File: src/rtl/dispatch_queue.sv
// dispatch_queue: DEPTH-entry in-order instruction buffer between fetch and decode/dispatch.
// Latency: a word accepted at edge N appears at the registered head (out_reg_done=1) right after edge N.
// Backpressure: out_ready depends only on state (not full, not sealed, not in reset); in_stall freezes the head.
//
// Ports:
//   in_clk, in_rst_n                         clock, synchronous active-low reset
//   in_fetch_done/_insnbits/_branch_PC       upstream word, accepted when in_fetch_done & out_ready
//   out_ready                                queue can accept a word this cycle
//   in_stall                                 decode cannot take the head this cycle
//   in_flush                                 drop everything (redirect)
//   out_reg_done/_insnbits/_branch_PC        registered head entry
//   out_count/_full/_empty/_halted           occupancy and seal status
module dispatch_queue #(
  parameter int DEPTH       = 8,
  parameter int INSN_W      = 32,
  parameter int PC_W        = 64,
  parameter int SEAL_ON_HLT = 1,
  parameter int CNT_W       = $clog2(DEPTH + 1)
) (
  input  logic              in_clk,
  input  logic              in_rst_n,
  input  logic              in_fetch_done,
  input  logic [INSN_W-1:0] in_fetch_insnbits,
  input  logic [PC_W-1:0]   in_fetch_branch_PC,
  output logic              out_ready,
  input  logic              in_stall,
  input  logic              in_flush,
  output logic              out_reg_done,
  output logic [INSN_W-1:0] out_reg_insnbits,
  output logic [PC_W-1:0]   out_reg_branch_PC,
  output logic [CNT_W-1:0]  out_count,
  output logic              out_full,
  output logic              out_empty,
  output logic              out_halted
);

  localparam int PTR_W = $clog2(DEPTH);

  logic [INSN_W-1:0] r_mem_insn [DEPTH];
  logic [PC_W-1:0]   r_mem_pc   [DEPTH];
  logic [PTR_W-1:0]  r_wr_ptr;
  logic [PTR_W-1:0]  r_rd_ptr;
  logic [CNT_W-1:0]  r_count;
  logic              r_halted;
  logic              r_done;
  logic [INSN_W-1:0] r_insn;
  logic [PC_W-1:0]   r_pc;

  logic              w_full;
  logic              w_ready;
  logic              w_enq;
  logic              w_deq;
  logic              w_is_hlt;
  logic [PTR_W-1:0]  w_rd_nxt;
  logic [CNT_W-1:0]  w_cnt_nxt;
  logic [CNT_W-1:0]  w_remain;
  logic              w_bypass;

  assign w_full   = (r_count == CNT_W'(DEPTH));
  assign w_ready  = ~w_full & ~r_halted & in_rst_n;
  assign w_enq    = in_fetch_done & w_ready;
  assign w_deq    = r_done & ~in_stall;
  assign w_is_hlt = ((in_fetch_insnbits & INSN_W'(32'hFFE0_001F)) == INSN_W'(32'hD440_0000));
  assign w_rd_nxt = r_rd_ptr + PTR_W'(w_deq);

  // Entries still stored after this cycle's dequeue; if none, a new word goes straight to the head.
  assign w_remain = r_count - CNT_W'(w_deq);
  assign w_bypass = (w_remain == '0);

  always_comb begin
    w_cnt_nxt = r_count;
    case ({w_enq, w_deq})
      2'b10:   w_cnt_nxt = r_count + CNT_W'(1);
      2'b01:   w_cnt_nxt = r_count - CNT_W'(1);
      default: w_cnt_nxt = r_count;
    endcase
  end

  // Storage array carries no reset; only entries below r_count are ever read.
  always_ff @(posedge in_clk) begin
    if (w_enq && !in_flush) begin
      r_mem_insn[r_wr_ptr] <= in_fetch_insnbits;
      r_mem_pc[r_wr_ptr]   <= in_fetch_branch_PC;
    end
  end

  always_ff @(posedge in_clk) begin
    if (!in_rst_n) begin
      r_wr_ptr <= '0;
      r_rd_ptr <= '0;
      r_count  <= '0;
      r_halted <= 1'b0;
      r_done   <= 1'b0;
      r_insn   <= '0;
      r_pc     <= '0;
    end else if (in_flush) begin
      // Head data is left stale; only the valid flag matters.
      r_wr_ptr <= '0;
      r_rd_ptr <= '0;
      r_count  <= '0;
      r_halted <= 1'b0;
      r_done   <= 1'b0;
    end else begin
      if (w_enq) begin
        r_wr_ptr <= r_wr_ptr + PTR_W'(1);
      end
      r_rd_ptr <= w_rd_nxt;
      r_count  <= w_cnt_nxt;
      if (w_enq && w_is_hlt && (SEAL_ON_HLT != 0)) begin
        r_halted <= 1'b1;
      end
      // Head reloads every cycle from the entry that is oldest after this edge;
      // while stalled that is the same entry, so the outputs hold.
      if (w_cnt_nxt == '0) begin
        r_done <= 1'b0;
      end else begin
        r_done <= 1'b1;
        if (w_bypass) begin
          r_insn <= in_fetch_insnbits;
          r_pc   <= in_fetch_branch_PC;
        end else begin
          r_insn <= r_mem_insn[w_rd_nxt];
          r_pc   <= r_mem_pc[w_rd_nxt];
        end
      end
    end
  end

  assign out_ready         = w_ready;
  assign out_reg_done      = r_done;
  assign out_reg_insnbits  = r_insn;
  assign out_reg_branch_PC = r_pc;
  assign out_count         = r_count;
  assign out_full          = w_full;
  assign out_empty         = (r_count == '0);
  assign out_halted        = r_halted;

endmodule

File: config.mk
export PLATFORM = sky130hd
export DESIGN_NAME = dispatch_queue
export DESIGN_NICKNAME = d
export VERILOG_FILES = /design/src/rtl/dispatch_queue.sv
export SDC_FILE = /design/constraint.sdc
export NUM_CORES = 1
export LEC_CHECK = 0
export BUFFER_PORTS_ARGS = -buffer_cell sky130_fd_sc_hd__buf_2
export CAP_MARGIN = 40
export CORE_MARGIN = 5
export CORE_UTILIZATION = 55
export DETAILED_ROUTE_END_ITERATION = 7
export PLACE_DENSITY = 0.76
export SLEW_MARGIN = 10
export SYNTH_ARGS = -nofsm -noshare
export SYNTH_HDL_FRONTEND = slang
export SYNTH_SLANG_ARGS = --single-unit
File: constraint.sdc
create_clock -name in_clk -period 9.2 [get_ports in_clk]
set_input_delay 1.84 -clock in_clk [delete_from_list [all_inputs] [get_ports in_clk]]
set_output_delay 1.84 -clock in_clk [all_outputs]
set_load 0.01 [all_outputs]
# After elaboration in Yosys (flattened, before gate mapping)
# Memories as Yosys holds them, arrays and structs flattened.
# Index checks and enable logic that the tools add are counted.
# classes
reduce_logical	8
bitwise_logic	10
n_shift	0
muxes	6
n_lt_le_gt_ge	0
div	0
n_mul	0
n_addsub	5
eq_ne	4
# ops
op	n
2-to-1 mux 64 bit	1
2-to-1 mux 32 bit	1
== test 16 bit (second input constant)	1
zero test 4 bit	3
case mux 4 bit (2 select lines)	1
inverter 1 bit	6
adder 4 x 1 -> 4 bit (second input constant)	1
bitwise AND 1 bit	4
== test 4 bit (second input constant)	1
subtractor 4 x 1 -> 4 bit	1
subtractor 4 x 1 -> 4 bit (second input constant)	1
adder 3 x 1 -> 3 bit	1
adder 3 x 1 -> 3 bit (second input constant)	1
2-to-1 mux 1 bit	3
== test 2 x 1 -> 1 bit (second input constant)	1
== test 2 bit (second input constant)	1
logical AND 1 bit	2
AND reduction 2 bit	1
OR reduction 2 bit	1
zero test 1 bit	1
# word_totals
romBits	0
ram_bits	768
latch_bits	0
memories	2
regBits	108
# memory_table
name	words	width	rd	rd_ports_with_merged_regs	write_ports	line_no	source
r_mem_pc	8	64	1	0	1	40	logic [PC_W-1:0] r_mem_pc [DEPTH];
r_mem_insn	8	32	1	0	1	39	logic [INSN_W-1:0] r_mem_insn [DEPTH];

# Longest topological paths before layout
# Gate-level depths: netlist of run 1.
# depth
depth_word	10
depth_mapped	15
depth_no_buf	11

# Worst setup path before layout of run 1
# No wires, ideal clock.
# synth_timing
path_type	input to register
from	input port in_fetch_done
to	memory r_mem_insn[2][0], enable pin
required_ns	8.532
arrival_ns	9.115
setup_time_ns	0.668
cell_stages	4
n_path_buf	0
path_slack_ns	-0.583
path_cell_list	inv_1 -> nor3_1 -> inv_1 -> nor3_1
# synth_via
elab_chain_len	4
# synth_rtl
item	line_no	source
start: declaration	22	input logic in_fetch_done,
bitwise AND 1 bit	61	assign w_enq = in_fetch_done & w_ready;
logical AND 1 bit	81	if (w_enq && !in_flush) begin
2-to-1 mux 1 bit	81	
2-to-1 mux 1 bit (not written as such)	82	r_mem_insn[r_wr_ptr] <= in_fetch_insnbits;
end: declaration	39	
# Every way passes these cells.

# Worst setup path in the final report of run 1
# layout_timing
from	input port in_rst_n
to	register r_pc[12], in the netlist out_reg_branch_PC[12]
# layout_via
elab_chain_len	7
elab_cells_between_ends	8
cone_classes	eq/ne (2); mux (1); bitwise (3); reduce/logical (2)
# layout_rtl
item	line_no	source
start: declaration	21	input logic in_rst_n,
bitwise AND 1 bit	60	assign w_ready = ~w_full & ~r_halted & in_rst_n;
bitwise AND 1 bit	61	
== test 2 x 1 -> 1 bit or == test 2 bit (tied branches)	72	case ({w_enq, w_deq})
case mux 4 bit (2 select lines)	72	
zero test 4 bit	114	if (w_cnt_nxt == '0) begin
inverter 1 bit (no line)	n/a	
AND reduction 2 bit (no line)	n/a	
end signal: assignment	120	r_pc <= in_fetch_branch_PC;
end signal: assignment	123	r_pc <= r_mem_pc[w_rd_nxt];
end: declaration	47	logic [PC_W-1:0] r_pc;
# Several ways; a longest one is shown, not always the timed one.
# A chain may end at the register's enable or synchronous reset.

==> flow_summary_export.csv, run 1 <==
group,metric,value,unit
power,vdd_drop_max,0.0001363,V
sta,finalHoldViolations,0,
yosys,async_flop_share,0,
route,antenna_left,0,
global_route,grt_pass1_vias,18820,
sta,worst_pin_slew,0.9404,ns
yosys,syn_area_per_cell,18.45,um^2
placement,port_buffers,205,
cts,cts_setup_buffers,0,
cts,clockBufferDepth,3,
yosys,synthFlopType,"edfxtp_1",
cts,ctsHoldBuffers,0,
power,p_switching,0.001732,W
cts,path_clk_slew,0.06,ns
floorplanning,die_x,258.6,um
route,dr.pass1.iters,5,
route,vias,18230,
power,combPwrFrac,0.061,
power,seqPwrFrac,0.540,
cts,cts_tree,"built",
yosys,ys_ff_latch,876,
route,drc_errors,0,
sta,period_needed,5.577,ns
worst_setup_path,critPathRequiredTime,9.73,ns
route,wl_per_cell,26.54,um
finish,final_cell_mix,"768 x edfxtp_1, 293 x nand2_1, 204 x buf_2, 192 x mux4_2, 108 x dfxtp_1",
yosys,synth_area_leaders,"edfxtp_1 68%, mux4_2 13%, dfxtp_1 6.4%",
floorplanning,die_y,258.6,um
yosys,synth_top_area_frac,0.6787,
cts,ctsResizeCount,0,
sta,fmax,179.3,MHz
worst_setup_path,path_max_fanout,46,
worst_setup_path,cp-start-kind,"input port",
cts,cts-root-buf,"clkbuf_16",
worst_setup_path,crit_chain,"buf_6, nand2b_1, nor3_1, inv_1, ha_1, ha_1, nand3_1, a211o_1, nand3_1, a41o_4, buf_16, buf_4, mux2i_1",
global_route,grt-ovfl-total,0,
global_route,grt_pass1_wl,117.3,mm
route,viasPerCell,6.227,
sta,fin_setup_tns,0,ns
power,p_total,0.008165,W
global_route,grt_usage,0.2305,
yosys,syn_inst,1842,
yosys,netlist_area,33980,um^2
yosys,yosysSeqAreaShare,0.7424,
yosys,synth_edf_count,768,
outcome,status,"finished, final reports clean",
placement,place_inst,2761,
global_route,grt_start_max_net_pins,148,
cts,insertion_delay,0.62,ns
power,clkPwrFrac,0.399,
cts,clock-sinks,876,
finish,areaGrowthSynthToFinish,14.11,%
finish,finalNonFillerCells,2927,
sta,slew_violations,0,
sta,rsz0062_at_grt,"no",
cts,htree_levels,3,
power,p_sw_frac,0.2121,
power,powerDensity,210.6,nW/um^2
placement,dpl.hpwl,42.72,mm
sta,setup_viol,0,
floorplanning,initial_core_util,0.5526,
placement,place_congestion,0.7609,
floorplanning,io_pins,206,
worst_setup_path,worstSetupEndpointType,"register",
worst_setup_path,cp_slowest_cell,"nor3_1",
power,p_int,0.006433,W
finish,final_common_cell,"edfxtp_1",
finish,drive_above_1_share,0.3145,
route,routed_wl,77.69,mm
worst_setup_path,max_stage_delay,0.55,ns
sta,clock_skew,0.02862,ns
job,cap_violations,0,
yosys,syn_nets,1951,
min_path,hold_class,"register to register",
yosys,yosysTopAreaCell,"edfxtp_1",
floorplanning,core-area,61480,um^2
floorplanning,num_rows,91,
worst_setup_path,path_class,"input port to register",
route,drtIter0Drc,1966,
yosys,ys_types,39,
global_route,antenna_found_initial,22,
sta,period_share,0.6062,
power,p_leak,13.40,nW
finish,layout.nets,2165,
sta,relSlewSlack,0.3731,
cts,cts_made_buffers,83,
floorplanning,dieArea,66850,um^2
yosys,yosysWarningCount,0,
worst_setup_path,arrival,6.10,ns
path summary, 6_finish.rpt:
| kind | to | start | depth (start not counted) | slack, ns |
|---|---|---|---|---|
| worst min register to register | out_reg_insnbits[12] | out_reg_insnbits[12] | 2 | 0.46 |
| worst min-delay path | out_reg_insnbits[12] | out_reg_insnbits[12] | 2 | 0.46 |
| worst max-delay path | out_reg_branch_PC[12] | in_rst_n | 13 | 3.62 |
| worst max register to register | out_reg_branch_PC[12] | out_count[0] | 13 | 4.44 |
power groups by stage:
stage	registers (W)	logic (W)	clock network [W]
2_1_floorplan	0.00451	0.000281	0
3_3_place_gp	0.00449	0.000471	0
3_5_place_dp	0.00449	0.000500	0
4_1_cts	0.00441	0.000504	0.00330
5_1_grt	0.00441	0.000542	0.00349
6_report	0.00441	0.000501	0.00326
routing by layer:
| layer | vias to the layer above | global-route usage | wire length, um |
|---|---|---|---|
| met3 | 109 | 0.05563 | 7058 |
| met1 | 9506 | 0.3181 | 30380 |
| met2 | 868 | 0.3750 | 38600 |
| met5 | - | 0 | 83 |
| met4 | 14 | 0.06552 | 1556 |
| li1 | 7730 | - | - |
critical path: cells and delay by family:
family / cells / cell delay [ns]
adders and majority gates: 2 / 0.73
muxes: 1 / 0.25
buffers and inverters: 4 / 1.37
AOI/OAI and AO/OA: 2 / 0.85
and+or+nand+nor: 4 / 0.95
state kept, by name (all words and copies together), names as in the netlist:
name               count
r_mem_pc             512
out_halted             1
out_count              4
out_reg_insnbits      32
r_mem_insn           256
r_rd_ptr               3
out_reg_done           1
out_reg_branch_PC     64
r_wr_ptr               3
cell type report:
cell class,count,area [um^2]
Sequential cell,876,25220
Clock buffer,125,2387
Inverter,7,28.78
Antenna cell,13,32.53
Fill cell,4165,22710
Multi-Input combinational cell,839,8270
Clock inverter,28,196.4
Tap cell,790,988.4
Timing Repair Buffer,249,1645
kinds of logic (layout without fill, tap and decap cells):
group / after synthesis / after routing / synth area share
and+or+nand+nor: 335 / 335 / 0.03900
other: 0 / 13 / 0
adders and majority gates: 8 / 8 / 0.003167
AOI/OAI and AO/OA: 201 / 201 / 0.04073
DFF: 876 / 876 / 0.7424
xor gates and xnor gates: 6 / 6 / 0.001547
buffers and inverters: 127 / 409 / 0.01734
muxes: 289 / 289 / 0.1558
through the flow:
step	utilization	hold WS [ns]	cell area, um^2	setup slack, ns
3_5_place_dp	0.5881	0.4520	36160	3.091
3_3_place_gp	0.5822	0.4430	35790	3.136
5_1_grt	0.6304	0.4830	38760	3.339
6_report	0.6306	0.4556	38770	3.623
2_1_floorplan	-	0.4823	33980	-0.5833
4_1_cts	0.6301	0.4603	38740	3.721
Yosys cell counts (all sizes together), types with 2 or more instances:
master and instances:
nor2 19, nand2 293, nor4b 4, edfxtp 768
buf 65, nor2b 2, a21oi 4, mux2i 97
nor3 5, clkbuf 55, a31o 95, nand2b 2
nand3 3, xor2 3, ha 7, o21ai 95
xnor2 3, mux4 192, dfxtp 108, inv 6
(Power assumes the default switching activity.)
==> run 2: changes to the inputs <==
==> constraint.sdc (replaced) <==
create_clock -name in_clk -period 4.8 [get_ports in_clk]
set_input_delay 0.96 -clock in_clk [delete_from_list [all_inputs] [get_ports in_clk]]
set_output_delay 0.96 -clock in_clk [all_outputs]
set_load 0.01 [all_outputs]
==> run 2 against run 1 <==
Compared with the run above: core utilization grew 0.12 points; critical path type is now register to register; die area is the same; non-clock buffer count shrank 2; clock power grew 97%.
==> flow_summary_export.csv, run 2 (synthesized netlist as in run 1, its figures left out) <==
group,metric,value,unit
min_path,min_to,"out_reg_branch_PC[49]",
finish,layout.nets,2165,
worst_setup_path,max_stage_delay,0.52,ns
cts,path_clk_slew,0.06,ns
worst_setup_path,r2r_end,"out_reg_branch_PC[60]",
route,routed_wl,75.56,mm
worst_setup_path,path_max_fanout,43,
sta,relSlewSlack,0.3330,
cts,insertion_delay,0.64,ns
cts,ctsResizeCount,0,
worst_setup_path,path_class,"register to register",
floorplanning,dieArea,66850,um^2
route,viasPerCell,6.155,
power,p_int,0.01242,W
global_route,antenna_found_initial,19,
finish,final_cell_mix,"768 x edfxtp_1, 293 x nand2_1, 204 x buf_2, 192 x mux4_2, 108 x dfxtp_1",
route,drtIter0Drc,1719,
cts,ctsHoldBuffers,0,
power,p_leak,13.43,nW
placement,dpl_cell_area,36140,um^2
worst_setup_path,crit_buf_inv,5,
worst_setup_path,critPathRequiredTime,5.34,ns
power,seqPwrFrac,0.534,
global_route,busiest_layer,"met2",
sta,clock_skew,0.01586,ns
finish,utilization,0.6319,
floorplanning,die_y,258.6,um
worst_setup_path,r2r_setup_slack,0.73,ns
route,dr.pass1.iters,5,
floorplanning,num_rows,91,
power,clkPwrFrac,0.405,
floorplanning,initial_core_util,0.5526,
cts,cts_made_buffers,85,
power,combPwrFrac,0.060,
power,p_sw_frac,0.2147,
placement,dpl.hpwl,39.92,mm
worst_setup_path,worst_r2r_path_depth,14,
floorplanning,io_pins,206,
worst_setup_path,cp-start-kind,"register",
sta,rsz0062_at_grt,"no",
job,cap_violations,0,
cts,clock-sinks,876,
finish,multi_input_area,8295,um^2
power,powerDensity,407.1,nW/um^2
min_path,hp-start,"out_reg_branch_PC[49]",
finish,regArea,25220,um^2
finish,areaGrowthSynthToFinish,14.34,%
placement,place_congestion,0.7620,
floorplanning,die_x,258.6,um
global_route,grt-ovfl-total,0,
sta,period_needed,4.066,ns
route,antenna_left,0,
sta,period_share,0.8471,
finish,num-fill-cells,4164,
placement,port_buffers,205,
sta,worst_pin_slew,1.000,ns
cts,clockBufferDepth,3,
outcome,status,"finished, final reports clean",
worst_setup_path,path_delay_family,"buffers and inverters",
route,vias,18020,
worst_setup_path,crit_chain,"nor4b_1, buf_4, nor3_1, buf_4, inv_1, ha_1, inv_1, fa_1, xor2_1, nor2_1, a21oi_1, a41o_4, buf_12, mux2i_1",
sta,finalHoldViolations,0,
global_route,grt_pass1_wl,115.5,mm
cts,cts_setup_buffers,0,
min_path,hold_depth,2,
worst_setup_path,worstSetupEndpointType,"register",
finish,largest_reg_flops,512,
sta,fmax,245.9,MHz
route,wl_per_cell,25.82,um
power,vdd_drop_max,0.0003093,V
finish,final_common_cell,"edfxtp_1",
worst_setup_path,arrival,4.61,ns
finish,drive_above_1_share,0.3150,
global_route,grt_pass1_vias,18920,
power,p_switching,0.003395,W
cts,cts-root-buf,"clkbuf_16",
floorplanning,core-area,61480,um^2
global_route,grt_start_max_net_pins,194,
global_route,use_met2,0.3783,
cts,htree_levels,3,
sta,slew_violations,0,
cts,cts_tree,"built",
worst_setup_path,cp_slowest_cell,"a41o_4",
global_route,grt_usage,0.2263,
finish,fin_area,38850,um^2
global_route,grt_use_met1,0.3083,
min_path,hold_class,"register to register",
worst_setup_path,r2r-start,"out_count[1]",
finish,top_register,"r_mem_pc",
route,drc_errors,0,
sta,setup_viol,0,
global_route,gr-usage-met3,0.04988,
## run 2: cell types whose count changed in the layout (fill, tap and decap cells not counted), sizes merged
cell | previous run | this run
diode | 13 | 10
buf | 249 | 247
clkbuf | 125 | 126
clkinvlp | 1 | 0
bufinv | 2 | 3
inv | 9 | 13
## run 2: power by group through the flow
stage	clock [W]	combinational (W)	sequential, W
after floorplan	0	0.000539	0.00863
after global placement	0	0.000909	0.00861
after detailed placement	0	0.000952	0.00861
after CTS	0.00651	0.000959	0.00845
after global routing	0.00687	0.00103	0.00846
final	0.00641	0.000952	0.00845
## run 2: worst register-to-register path, delay by kind of cell, from the launching register on
kind	cells	cell delay (ns)
XOR/XNOR	1	0.18
buffers and inverters	5	1.16
AO/OA/AOI/OAI	2	0.77
flip-flops	1	0.37
multiplexers	1	0.29
adder cells (fa/ha/maj)	2	0.76
AND/OR/NAND/NOR	3	0.45
## run 2: worst max-delay path by stage
| stage | endpoint | cells after the start | startpoint |
|---|---|---|---|
| floorplan | r_mem_insn[7][0] | 4 | in_fetch_done |
| global placement | out_reg_insnbits[10] | 14 | in_rst_n |
| detailed placement | out_reg_branch_PC[60] | 14 | in_rst_n |
| CTS | out_reg_branch_PC[60] | 14 | out_count[3] |
| global route | out_reg_branch_PC[60] | 14 | out_count[3] |
| finish | out_reg_branch_PC[60] | 14 | out_count[1] |
## run 2: per-stage QoR
step / total power (W) / hold WS [ns] / setup slack (ns) / setup TNS, ns / instances
after floorplan: 0.009174 / 0.4823 / -1.416 / -884.61 / 1842
after global placement: 0.009517 / 0.4453 / 0.6969 / 0 / 2755
after detailed placement: 0.009563 / 0.4505 / 0.5133 / 0 / 2759
after CTS: 0.01592 / 0.4571 / 0.7591 / 0 / 2917
after global routing: 0.01636 / 0.4806 / 0.4438 / 0 / 2920
final: 0.01582 / 0.4561 / 0.7339 / 0 / 2927
## run 2: area by class of cell
cell class	count	area share
timing repair buffer	247	0.04126
clock inverter	32	0.007794
multi-input combinational	839	0.2135
tap	790	0.02544
sequential	876	0.6493
antenna	10	0.0006441
inverter	7	0.0007407
clock buffer	126	0.06132
## run 2: routing by layer
metal  up-vias  share of wire
li1       7749              -
met1      9429           0.40
met2       700           0.50
met3       119          0.079
met4        18          0.018
met5         -         0.0018
==> run 3: changes to the inputs <==
==> constraint.sdc (replaced) <==
create_clock -name in_clk -period 3.5 [get_ports in_clk]
set_input_delay 0.7 -clock in_clk [delete_from_list [all_inputs] [get_ports in_clk]]
set_output_delay 0.7 -clock in_clk [all_outputs]
set_load 0.01 [all_outputs]
==> run 3 against run 2 <==
Compared with the run above: sequential power increased by 37%; first-iteration DRC count increased by 2.9%; setup slack got worse by 0.49 ns; sequential share of layout area decreased by 0.68 points; clock power increased by 43%; hold slack got worse by 0.11 ns; clock-buffer cell count decreased by 8; power increased by 40%; core utilization increased by 0.67 points; fmax increased by 25%; register-to-register slack got worse by 0.49 ns; non-clock buffer count increased by 14; critical path type unchanged.
==> flow_summary_export.csv, run 3 (synthesized netlist as in run 1, its figures left out) <==
group,metric,value,unit
finish,largest_reg_flops,512,
sta,clock_skew,0.01807,ns
finish,final_common_cell,"edfxtp_1",
floorplanning,initial_core_util,0.5526,
floorplanning,core-area,61480,um^2
sta,fmax,307.1,MHz
placement,dpl_cell_area,36400,um^2
worst_setup_path,arrival,3.79,ns
sta,period_needed,3.256,ns
cts,cts_tree,"built",
finish,top_register,"r_mem_pc",
placement,place_congestion,0.7618,
power,p_total,0.02207,W
power,powerDensity,562.1,nW/um^2
sta,relSlewSlack,0.2703,
global_route,grt_usage,0.2271,
worst_setup_path,worst_r2r_path_depth,13,
outcome,status,"finished, final reports clean",
floorplanning,die_y,258.6,um
route,routed_wl,75.94,mm
placement,pre_cts_ws,0.2184,ns
sta,rsz0062_at_grt,"no",
min_path,hold_class,"input port to register",
route,viasPerCell,6.130,
finish,drive_above_1_share,0.3207,
cts,cts_setup_buffers,0,
sta,slew_violations,0,
placement,place_inst,2773,
sta,fin_setup_tns,0,ns
worst_setup_path,path_max_fanout,20,
sta,period_share,0.9303,
min_path,hold_depth,1,
floorplanning,dieArea,66850,um^2
cts,insertion_delay,0.63,ns
worst_setup_path,path_class,"register to register",
cts,ctsHoldBuffers,0,
sta,setup_viol,0,
cts,cts_made_buffers,86,
sta,finalHoldViolations,0,
floorplanning,io_pins,206,
cts,path_clk_slew,0.06,ns
cts,htree_levels,3,
route,antenna_left,0,
global_route,grt_pass1_vias,18800,
power,vdd_drop_max,0.0003767,V
worst_setup_path,cp-start-kind,"register",
floorplanning,die_x,258.6,um
job,cap_violations,0,
route,vias,18040,
floorplanning,num_rows,91,
finish,layout.nets,2180,
route,drtIter0Drc,1768,
placement,port_buffers,205,
route,wl_per_cell,25.80,um
placement,dpl.hpwl,40.40,mm
global_route,grt_start_max_net_pins,194,
finish,final_cell_mix,"768 x edfxtp_1, 293 x nand2_1, 204 x buf_2, 192 x mux4_2, 108 x dfxtp_1",
global_route,antenna_found_initial,18,
global_route,grt_pass1_wl,115.5,mm
worst_setup_path,critPathRequiredTime,4.03,ns
power,p_leak,13.57,nW
finish,fin_area,39260,um^2
finish,areaGrowthSynthToFinish,15.55,%
cts,cts-root-buf,"clkbuf_16",
sta,setup_ws,0.2441,ns
route,drc_errors,0,
global_route,grt-ovfl-total,0,
sta,worst_pin_slew,1.095,ns
route,dr.pass1.iters,6,
cts,clock-sinks,876,
cts,clockBufferDepth,3,
worst_setup_path,worstSetupEndpointType,"register",
finish,finalNonFillerCells,2943,
[run 3: critical path, stage by stage (launching register included)]
cell     delay, ns
dfxtp_1       0.51
nor4b_2       0.10
buf_4         0.16
nor3_4        0.18
inv_2         0.06
ha_1          0.27
ha_1          0.37
a21oi_1       0.10
a211o_1       0.32
nand3_1       0.16
a41o_4        0.25
buf_12        0.24
buf_12        0.20
mux2i_1       0.23
[run 3: metrics by stage]
stage,utilization,hold slack (ns)
global placement,0.5920,0.4408
global route,0.6383,0.3333
CTS,0.6381,0.3162
finish,0.6386,0.3479
floorplan,-,0.4823
detailed placement,0.5920,0.4518
[run 3: final cells by class]
cell class / count / area (um^2)
Clock buffer: 118 / 2437
Fill cell: 4148 / 22220
Inverter: 7 / 28.78
Clock inverter: 44 / 394.1
Antenna cell: 8 / 20.02
Tap cell: 790 / 988.4
Timing Repair Buffer: 261 / 1853
Multi-Input combinational cell: 839 / 8317
Sequential cell: 876 / 25220
[run 3: path summary, 6_finish.rpt]
check                    startpoint              endpoint  slack, ns
max                    out_count[2]   out_reg_insnbits[8]       0.24
min reg2reg    out_reg_branch_PC[1]  out_reg_branch_PC[1]       0.46
min          in_fetch_branch_PC[27]       r_mem_pc[3][27]       0.35
max reg2reg            out_count[2]   out_reg_insnbits[8]       0.24
[run 3: repair_timing]
action / CTS / global route
endpoints found under the hold margin: 0 / 0
resized for setup: 0 / 2
setup endpoints to repair: 0 / 3
[run 3: routing by layer]
metal  vias to the layer above  track usage  part of all wire
met2                       714       0.3696              0.50
li1                       7787            -                 -
met4                        24      0.05991             0.020
met5                         -            0            0.0021
met3                       138      0.05739             0.083
met1                      9377       0.3134              0.40
[run 3: where the power goes]
group / internal (W) / leakage [nW] / switching, W
registers: 0.0115 / 7.80 / 0.0000856
clock network: 0.00533 / 1.36 / 0.00382
logic: 0.000570 / 4.41 / 0.000766
total: 0.0174 / 13.6 / 0.00467
